--- src/rtl/wb_regfile_unit.sv ---
// Write-back stage: load extraction, write-back select and a 32-entry register file.
// It provides two bypassed decode read ports and a forwarding tap for EX.
module wb_regfile_unit #(
  parameter int unsigned datawidth = 32,
  parameter int unsigned regindex  = 5
) (
  input  logic                 clk,
  input  logic                 rst,
  input  logic                 en,
  input  logic [datawidth-1:0] DataMEM_in,
  input  logic [datawidth-1:0] DataALU_in,
  input  logic [31:0]          MEM_WB_PC_in,
  input  logic [regindex-1:0]  regdindex_in,
  input  logic [1:0]           WBsel_in,
  input  logic                 Regwrite_in,
  input  logic [2:0]           load_funct3_in,
  input  logic [regindex-1:0]  rs1_index,
  input  logic [regindex-1:0]  rs2_index,
  output logic [datawidth-1:0] rs1_data,
  output logic [datawidth-1:0] rs2_data,
  output logic [datawidth-1:0] wb_data_out,
  output logic                 wb_we_out,
  output logic [regindex-1:0]  wb_rd_out,
  output logic [31:0]          retire_count,
  output logic                 misalign_err
);

  localparam int unsigned nregs = 2 ** regindex;

  localparam logic [1:0] wbsel_alu  = 2'b00;
  localparam logic [1:0] wbsel_load = 2'b01;
  localparam logic [1:0] wbsel_pc4  = 2'b10;

  localparam logic [2:0] f3_lb  = 3'b000;
  localparam logic [2:0] f3_lh  = 3'b001;
  localparam logic [2:0] f3_lw  = 3'b010;
  localparam logic [2:0] f3_lbu = 3'b100;
  localparam logic [2:0] f3_lhu = 3'b101;

  logic [datawidth-1:0] regs [nregs];

  logic [1:0]           off_c;
  logic [7:0]           byte_c;
  logic [15:0]          half_c;
  logic [datawidth-1:0] load_c;
  logic                 misaligned_c;

  assign off_c     = DataALU_in[1:0];
  assign wb_rd_out = regdindex_in;

  // Byte/half lane selection and extension of the raw load word
  always_comb begin
    byte_c = DataMEM_in[7:0];
    case (off_c)
      2'd1:    byte_c = DataMEM_in[15:8];
      2'd2:    byte_c = DataMEM_in[23:16];
      2'd3:    byte_c = DataMEM_in[31:24];
      default: byte_c = DataMEM_in[7:0];
    endcase
    half_c = off_c[1] ? DataMEM_in[31:16] : DataMEM_in[15:0];
    case (load_funct3_in)
      f3_lb:   load_c = {{(datawidth-8){byte_c[7]}}, byte_c};
      f3_lbu:  load_c = {{(datawidth-8){1'b0}}, byte_c};
      f3_lh:   load_c = {{(datawidth-16){half_c[15]}}, half_c};
      f3_lhu:  load_c = {{(datawidth-16){1'b0}}, half_c};
      default: load_c = DataMEM_in;
    endcase
  end

  always_comb begin
    misaligned_c = 1'b0;
    if (WBsel_in == wbsel_load) begin
      if (load_funct3_in[1:0] == 2'b01)
        misaligned_c = off_c[0];
      else if (load_funct3_in == f3_lw)
        misaligned_c = (off_c != 2'd0);
    end
  end

  always_comb begin
    case (WBsel_in)
      wbsel_alu:  wb_data_out = DataALU_in;
      wbsel_load: wb_data_out = load_c;
      wbsel_pc4:  wb_data_out = datawidth'(MEM_WB_PC_in + 32'd4);
      default:    wb_data_out = '0;
    endcase
  end

  assign wb_we_out = en & Regwrite_in & (WBsel_in != 2'b11)
                   & (regdindex_in != '0) & ~misaligned_c;

  // Read ports: x0 is zero, a same-cycle write is forwarded ahead of storage
  always_comb begin
    rs1_data = regs[rs1_index];
    if (rs1_index == '0)
      rs1_data = '0;
    else if (wb_we_out && (rs1_index == regdindex_in))
      rs1_data = wb_data_out;
  end

  always_comb begin
    rs2_data = regs[rs2_index];
    if (rs2_index == '0)
      rs2_data = '0;
    else if (wb_we_out && (rs2_index == regdindex_in))
      rs2_data = wb_data_out;
  end

  always_ff @(posedge clk or posedge rst) begin
    if (rst) begin
      for (int unsigned i = 0; i < nregs; i++)
        regs[i] <= '0;
      retire_count <= '0;
      misalign_err <= 1'b0;
    end else begin
      if (wb_we_out) begin
        regs[regdindex_in] <= wb_data_out;
        retire_count       <= retire_count + 32'd1;
      end
      if (en && Regwrite_in && misaligned_c)
        misalign_err <= 1'b1;
    end
  end

endmodule
--- config.mk ---
export PLATFORM = sky130hd
export DESIGN_NAME = wb_regfile_unit
export DESIGN_NICKNAME = d
export VERILOG_FILES = /design/src/rtl/wb_regfile_unit.sv
export SDC_FILE = /design/constraint.sdc
export NUM_CORES = 2
export LEC_CHECK = 0
export CORE_MARGIN = 8
export CORE_UTILIZATION = 50
export DETAILED_ROUTE_END_ITERATION = 7
export DONT_BUFFER_PORTS = 1
export PLACE_DENSITY_LB_ADDON = 0.15
export SLEW_MARGIN = 15
export SYNTH_ARGS = -nofsm -noshare
export SYNTH_HDL_FRONTEND = slang
export SYNTH_SLANG_ARGS = --single-unit
--- constraint.sdc ---
create_clock -name clk -period 52.4 [get_ports clk]
set_input_delay 10.48 -clock clk [delete_from_list [all_inputs] [get_ports clk]]
set_output_delay 10.48 -clock clk [all_outputs]
set_load 0.01 [all_outputs]
* Word-level counts from Yosys, hierarchy flattened
Index checks and enable logic that the tools add are counted.
** Cells by class
- Add/sub/neg operators :: 2
- Bitwise gates (word level) :: 8
- $lt $le $gt $ge :: 4
- Equal/unequal tests :: 13
- Mux-type cells :: 20
- Reductions and logical operators :: 11
** Operator list (number)
- $bwmux W1024 :: 1
- $bmux W32 S5 :: 2
- $mux W32 :: 9
- $demux W32 S5 :: 1
- $pmux W32 S4 :: 1
- $pmux W32 S3 :: 1
- $add A32 B1 Y32 const B :: 1
- $add A32 B3 Y32 const B :: 1
- $pmux W8 S3 :: 1
- $ge A6 B6 Y1 const B :: 3
- $not A5 Y6 :: 3
- $mux W16 :: 1
- $eq A5 B5 Y1 :: 2
- $logic_not A5 Y1 :: 2
- $eq A2 B1 Y1 const B :: 3
- $eq A2 B2 Y1 const B :: 3
- $eq A3 B3 Y1 const B :: 2
- $lt A6 B1 Y1 const B :: 1
- $logic_and A1 B1 Y1 :: 5
- $reduce_bool A5 Y1 :: 1
- $and A1 B1 Y1 :: 4
- $eq A3 B1 Y1 const B :: 1
- $eq A3 B2 Y1 const B :: 1
- $logic_not A3 Y1 :: 1
- 5 further kinds :: 7
** Storage, ports and cells
- Bits of input ports :: 120
- Word-level logic and storage cells :: 92
- Bits in registers :: 1057

* Longest topological paths before layout
- Word-level depth :: 9
- Mapped depth :: 11
- Mapped depth without buffers :: 7

* Least setup slack after synthesis
OpenSTA, ideal clock, no wires.
- Kind :: input to output
- Start point :: in MEM_WB_PC_in[6]
- End point :: out wb_data_out[31]
- Path slack :: 29.238 ns
- Arrival :: 12.682 ns
- Cell stages on the path :: 7
- Data required time :: 41.920 ns
- Cell sequence :: nand3_1 or4_1 nor3_1 mux2_2 a221oi_1 clkbuf_1 inv_1
** Between the ends
- Word-level cells in the longest chain between the ends :: 2
** Ends and longest elaborated chain
- start, declared :: RTL line 12 : input logic [31:0] MEM_WB_PC_in,
- $add A32 B3 Y32 :: RTL line 84 : wbsel_pc4: wb_data_out = datawidth'(MEM_WB_PC_in + 32'd4);
- $pmux W32 S3 :: RTL line 81 : case (WBsel_in)
- end, declared :: RTL line 21 : output logic [datawidth-1:0] wb_data_out,
Every way passes these cells.

* Final worst setup path
- Start point :: in WBsel_in[0]
- End point :: out rs2_data[30]
** Between the ends
- Word-level cells in the longest chain between the ends :: 7
- Elaborated cells between the ends (all ways) :: 13
** Ends and longest elaborated chain
- start, declared :: RTL line 14 : input logic [1:0] WBsel_in,
- $ne A2 B2 Y1 / $eq A2 B1 Y1 (equally long branches) :: RTL line 89, 72, 81
- $and A1 B1 Y1 / $mux W1 (equally long branches) :: RTL line 89, 72
- $and A1 B1 Y1 / $not A1 Y1 (equally long branches) :: RTL line 90 : & (regdindex_in != '0) & ~misaligned_c;
- $and A1 B1 Y1 :: RTL line 90
- $logic_and A1 B1 Y1 :: RTL line 105 : else if (wb_we_out && (rs2_index == regdindex_in))
- $mux W32 * :: RTL line 105
- $mux W32 * :: RTL line 103 : if (rs2_index == '0)
- end, declared :: RTL line 20 : output logic [datawidth-1:0] rs2_data,
Every way passes the cells marked *; elsewhere a longest branch is shown, timed or not.

==> flow_metrics.env <==
export IMPL_drt_total_wl_um=193000
export IMPL_regToRegEndpoint="retire_count[30]$_DFFE_PP0P_"
export IMPL_synth_avg_cell_area_um2=10.8
export IMPL_reg2reg_from="retire_count[4]$_DFFE_PP0P_"
export IMPL_power_leakage_nw=26.2
export IMPL_fin_area_mm2=0.0616
export IMPL_ctsResizeCount=0
export IMPL_setup_viol=0
export IMPL_yosysTopAreaCellShare_pct=46.3
export IMPL_synth_seq_cells=1057
export IMPL_track_usage_pct=30.4
export IMPL_grt_pass1_vias=41986
export IMPL_ant_nets=0
export IMPL_hold_end="regs[1002]$_DFFE_PP0P_"
export IMPL_place_gp_congestion=0.906
export IMPL_htreeDepth=3
export IMPL_path_clk_slew_ns=0.06
export IMPL_synthArstFlopShare_pct=100
export IMPL_cts_tree="yes"
export IMPL_critical_path_slowest_cell="nor4bb_1"
export IMPL_nets=5091
export IMPL_setup_worst_path_class="input port to primary output"
export IMPL_antenna_found_initial=2
export IMPL_syn_area_mm2=0.0572
export IMPL_status="finished clean"
export IMPL_max_slew_margin_pct=5.47
export IMPL_place_inst=6363
export IMPL_numCtsBuffers=116
export IMPL_root_buffer="clkbuf_16"
export IMPL_p_seq_share_pct=46.2
export IMPL_io_buffers=0
export IMPL_drtIter0Drc=4380
export IMPL_clkPwrFrac_pct=38.1
export IMPL_ys_types=70
export IMPL_hold_start="regs[1002]$_DFFE_PP0P_"
export IMPL_critical_path_max_stage_delay_ns=1.21
export IMPL_power_frac_comb_pct=15.7
export IMPL_required_ns=41.92
export IMPL_place_ws_ns=28.34
export IMPL_synth_nets=5426
export IMPL_fp_row_count=124
export IMPL_start_util_pct=50.2
export IMPL_post_cts_setup_buffer_count=0
export IMPL_rsz0062_at_grt="false"
export IMPL_routedWlPerCell_um=29.4
export IMPL_synth_cells=5304
export IMPL_die_area_mm2=0.125
export IMPL_worst_slack_ns=28.08
export IMPL_yosysWarnings=0
export IMPL_critPathLaunchType="input port"
export IMPL_finalHoldViolCount=0
export IMPL_clock_sinks=1057
export IMPL_final_period_utilization_pct=46.4
export IMPL_crit_fanout=34
export IMPL_placed_cell_area_mm2=0.0578
export IMPL_internal_power_mw=1.55
export IMPL_critical_path_arrival_ns=13.84
export IMPL_syn_to_final_growth_pct=7.70
export IMPL_grt_max_degree=246
export IMPL_gr_total_overflow=0
export IMPL_synth_ff_type="dfrtp_1"
export IMPL_fmax_ghz=0.0411
export IMPL_report_final_slew_viol_count=0
export IMPL_ff2ff_setup_slack_ns=50.19
export IMPL_power_density_mw_per_mm2=34.8
export IMPL_yosys_top_cells_area="dfrtp_1, mux4_2, o21ai_0"
export IMPL_hpwl_um=111000
export IMPL_p_sw_share_pct=27.8
export IMPL_core_area_mm2=0.114
export IMPL_drv_cap=0
export IMPL_crit_top_cell="buf_4"
export IMPL_max_vdd_ir_drop_mv=0.0280
export IMPL_die_height_um=354
export IMPL_drive_above_1_share_pct=18.4
export IMPL_ios=255
export IMPL_via_per_inst=6.46
export IMPL_dr_pass1_iters=5
export IMPL_cp_cell_sequence="nor2b_1 > and3_1 > or3_2 > buf_4 > nor4_4 > buf_4 > nor4bb_1 > a211oi_1"
export IMPL_worstRegToRegCells=6
export IMPL_tns_ns=0
export IMPL_synth_top_area_cell="dfrtp_1"
export IMPL_p_sw_mw=0.596
export IMPL_period_minus_slack_ns=24.32
export IMPL_critPathCaptureType="primary output"
export IMPL_yosysSeqAreaShare_pct=46.3
export IMPL_ctsHoldBuffers=0
export IMPL_holdPathStages=0
export IMPL_vias=42485
export IMPL_grt_pass1_wl_um=287000
export IMPL_final_cells=6576
export IMPL_critPathLaunch="WBsel_in[0]"
export IMPL_fin_worst_skew_ns=0.00584
export IMPL_tightestPinTransition_ns=1.40
export IMPL_die_w_um=354
export IMPL_route_detailed_drc=0
export IMPL_clock_latency_ns=0.70
export IMPL_hp_class="register to register"
export IMPL_cts_path_max_buffers=3
export IMPL_synth_edf_count=0
## synth_stat cells, drive strengths merged, types with 9 or more instances
cell / n
or3: 12
nor3: 76
inv: 46
a22oi: 31
nor4: 18
mux4: 463
o22ai: 57
o21ai: 680
a211oi: 75
dfrtp: 1057
nand2b: 21
nand4: 27
o221ai: 9
xor2: 26
nor2b: 35
a221oi: 28
nor2: 457
clkbuf: 360
mux2i: 275
nand2: 715
buf: 195
xnor2: 37
mux2: 30
and3: 10
nand3: 50
a21oi: 422
## worst max-delay path, delay by kind of cell
kind                   cells  cell delay [ns]
AND/OR/NAND/NOR            5             2.30
AO/OA/AOI/OAI              1             0.26
buffers and inverters      2             0.77
## power groups by stage
stage,registers (mW),logic (mW),clock network [mW]
floorplan,0.982,0.286,0
global placement,0.997,0.330,0
detailed placement,1.00,0.336,0
CTS,0.988,0.337,0.830
global route,1.00,0.369,0.859
finish,0.990,0.337,0.818
## area by class of cell
type / instances / area, um^2
clock buffer: 179 / 3480
inverter: 49 / 191
fill: 10010 / 52300
multi-input combinational: 3643 / 28500
sequential: 1057 / 26500
timing repair buffer: 102 / 766
antenna: 2 / 5.00
clock inverter: 32 / 289
tap: 1512 / 1890
## registers in the layout (all words and copies together) (netlist names)
register / cells
misalign_err: 1
regs: 1024
retire_count: 32
## per-stage QoR
stage	power, mW	util, %	hold WS, ns
3_5_place_dp	1.34	50.8	0.382
6_report	2.15	54.1	0.396
3_3_place_gp	1.33	50.8	0.377
2_1_floorplan	1.27	-	0.441
4_1_cts	2.15	54.1	0.396
5_1_grt	2.23	54.1	0.405
## cell usage in the layout, fill, tap and decap left out, types with 20 or more instances in the layout
cell type / count
a22oi_1: 31
nor3_1: 66
buf_4: 102
a21oi_2: 87
xor2_1: 26
o21ai_0: 673
mux4_2: 463
nor2b_1: 33
mux2i_1: 275
dfrtp_1: 1057
nor2_1: 452
inv_1: 45
a221oi_1: 21
a21oi_1: 331
clkbuf_8: 30
nand4_1: 25
nand3_1: 47
o22ai_1: 57
xnor2_1: 37
a211oi_1: 72
mux2_2: 30
nand2_1: 707
clkinv_2: 20
nand2b_1: 20
clkbuf_1: 31
clkbuf_16: 118
## kinds of logic after synthesis
logic type	synth area share, %
compound gates	13.6
xor+xnor	0.965
fa+ha+maj	0.0438
buf+inv	4.57
flops	46.3
mux	23.6
simple gates	10.9
## worst max-delay path by stage
stage	endpoint	slack, ns	cells past startpoint
2_1_floorplan	misalign_err$_DFFE_PP0P_	12.17	1
3_3_place_gp	rs2_data[30]	28.41	8
3_5_place_dp	rs2_data[30]	28.34	8
4_1_cts	rs2_data[30]	28.32	8
5_1_grt	rs2_data[30]	28.09	8
6_report	rs2_data[30]	28.08	8
## metal layers
layer	GRT usage (%)	wire (um)	vias up
met5	0	0	-
met1	42.9	81200	21705
li1	-	-	18564
met2	47.0	88100	1864
met3	5.64	16200	352
met4	11.6	7980	0
Power figures use the tool's default switching activity.
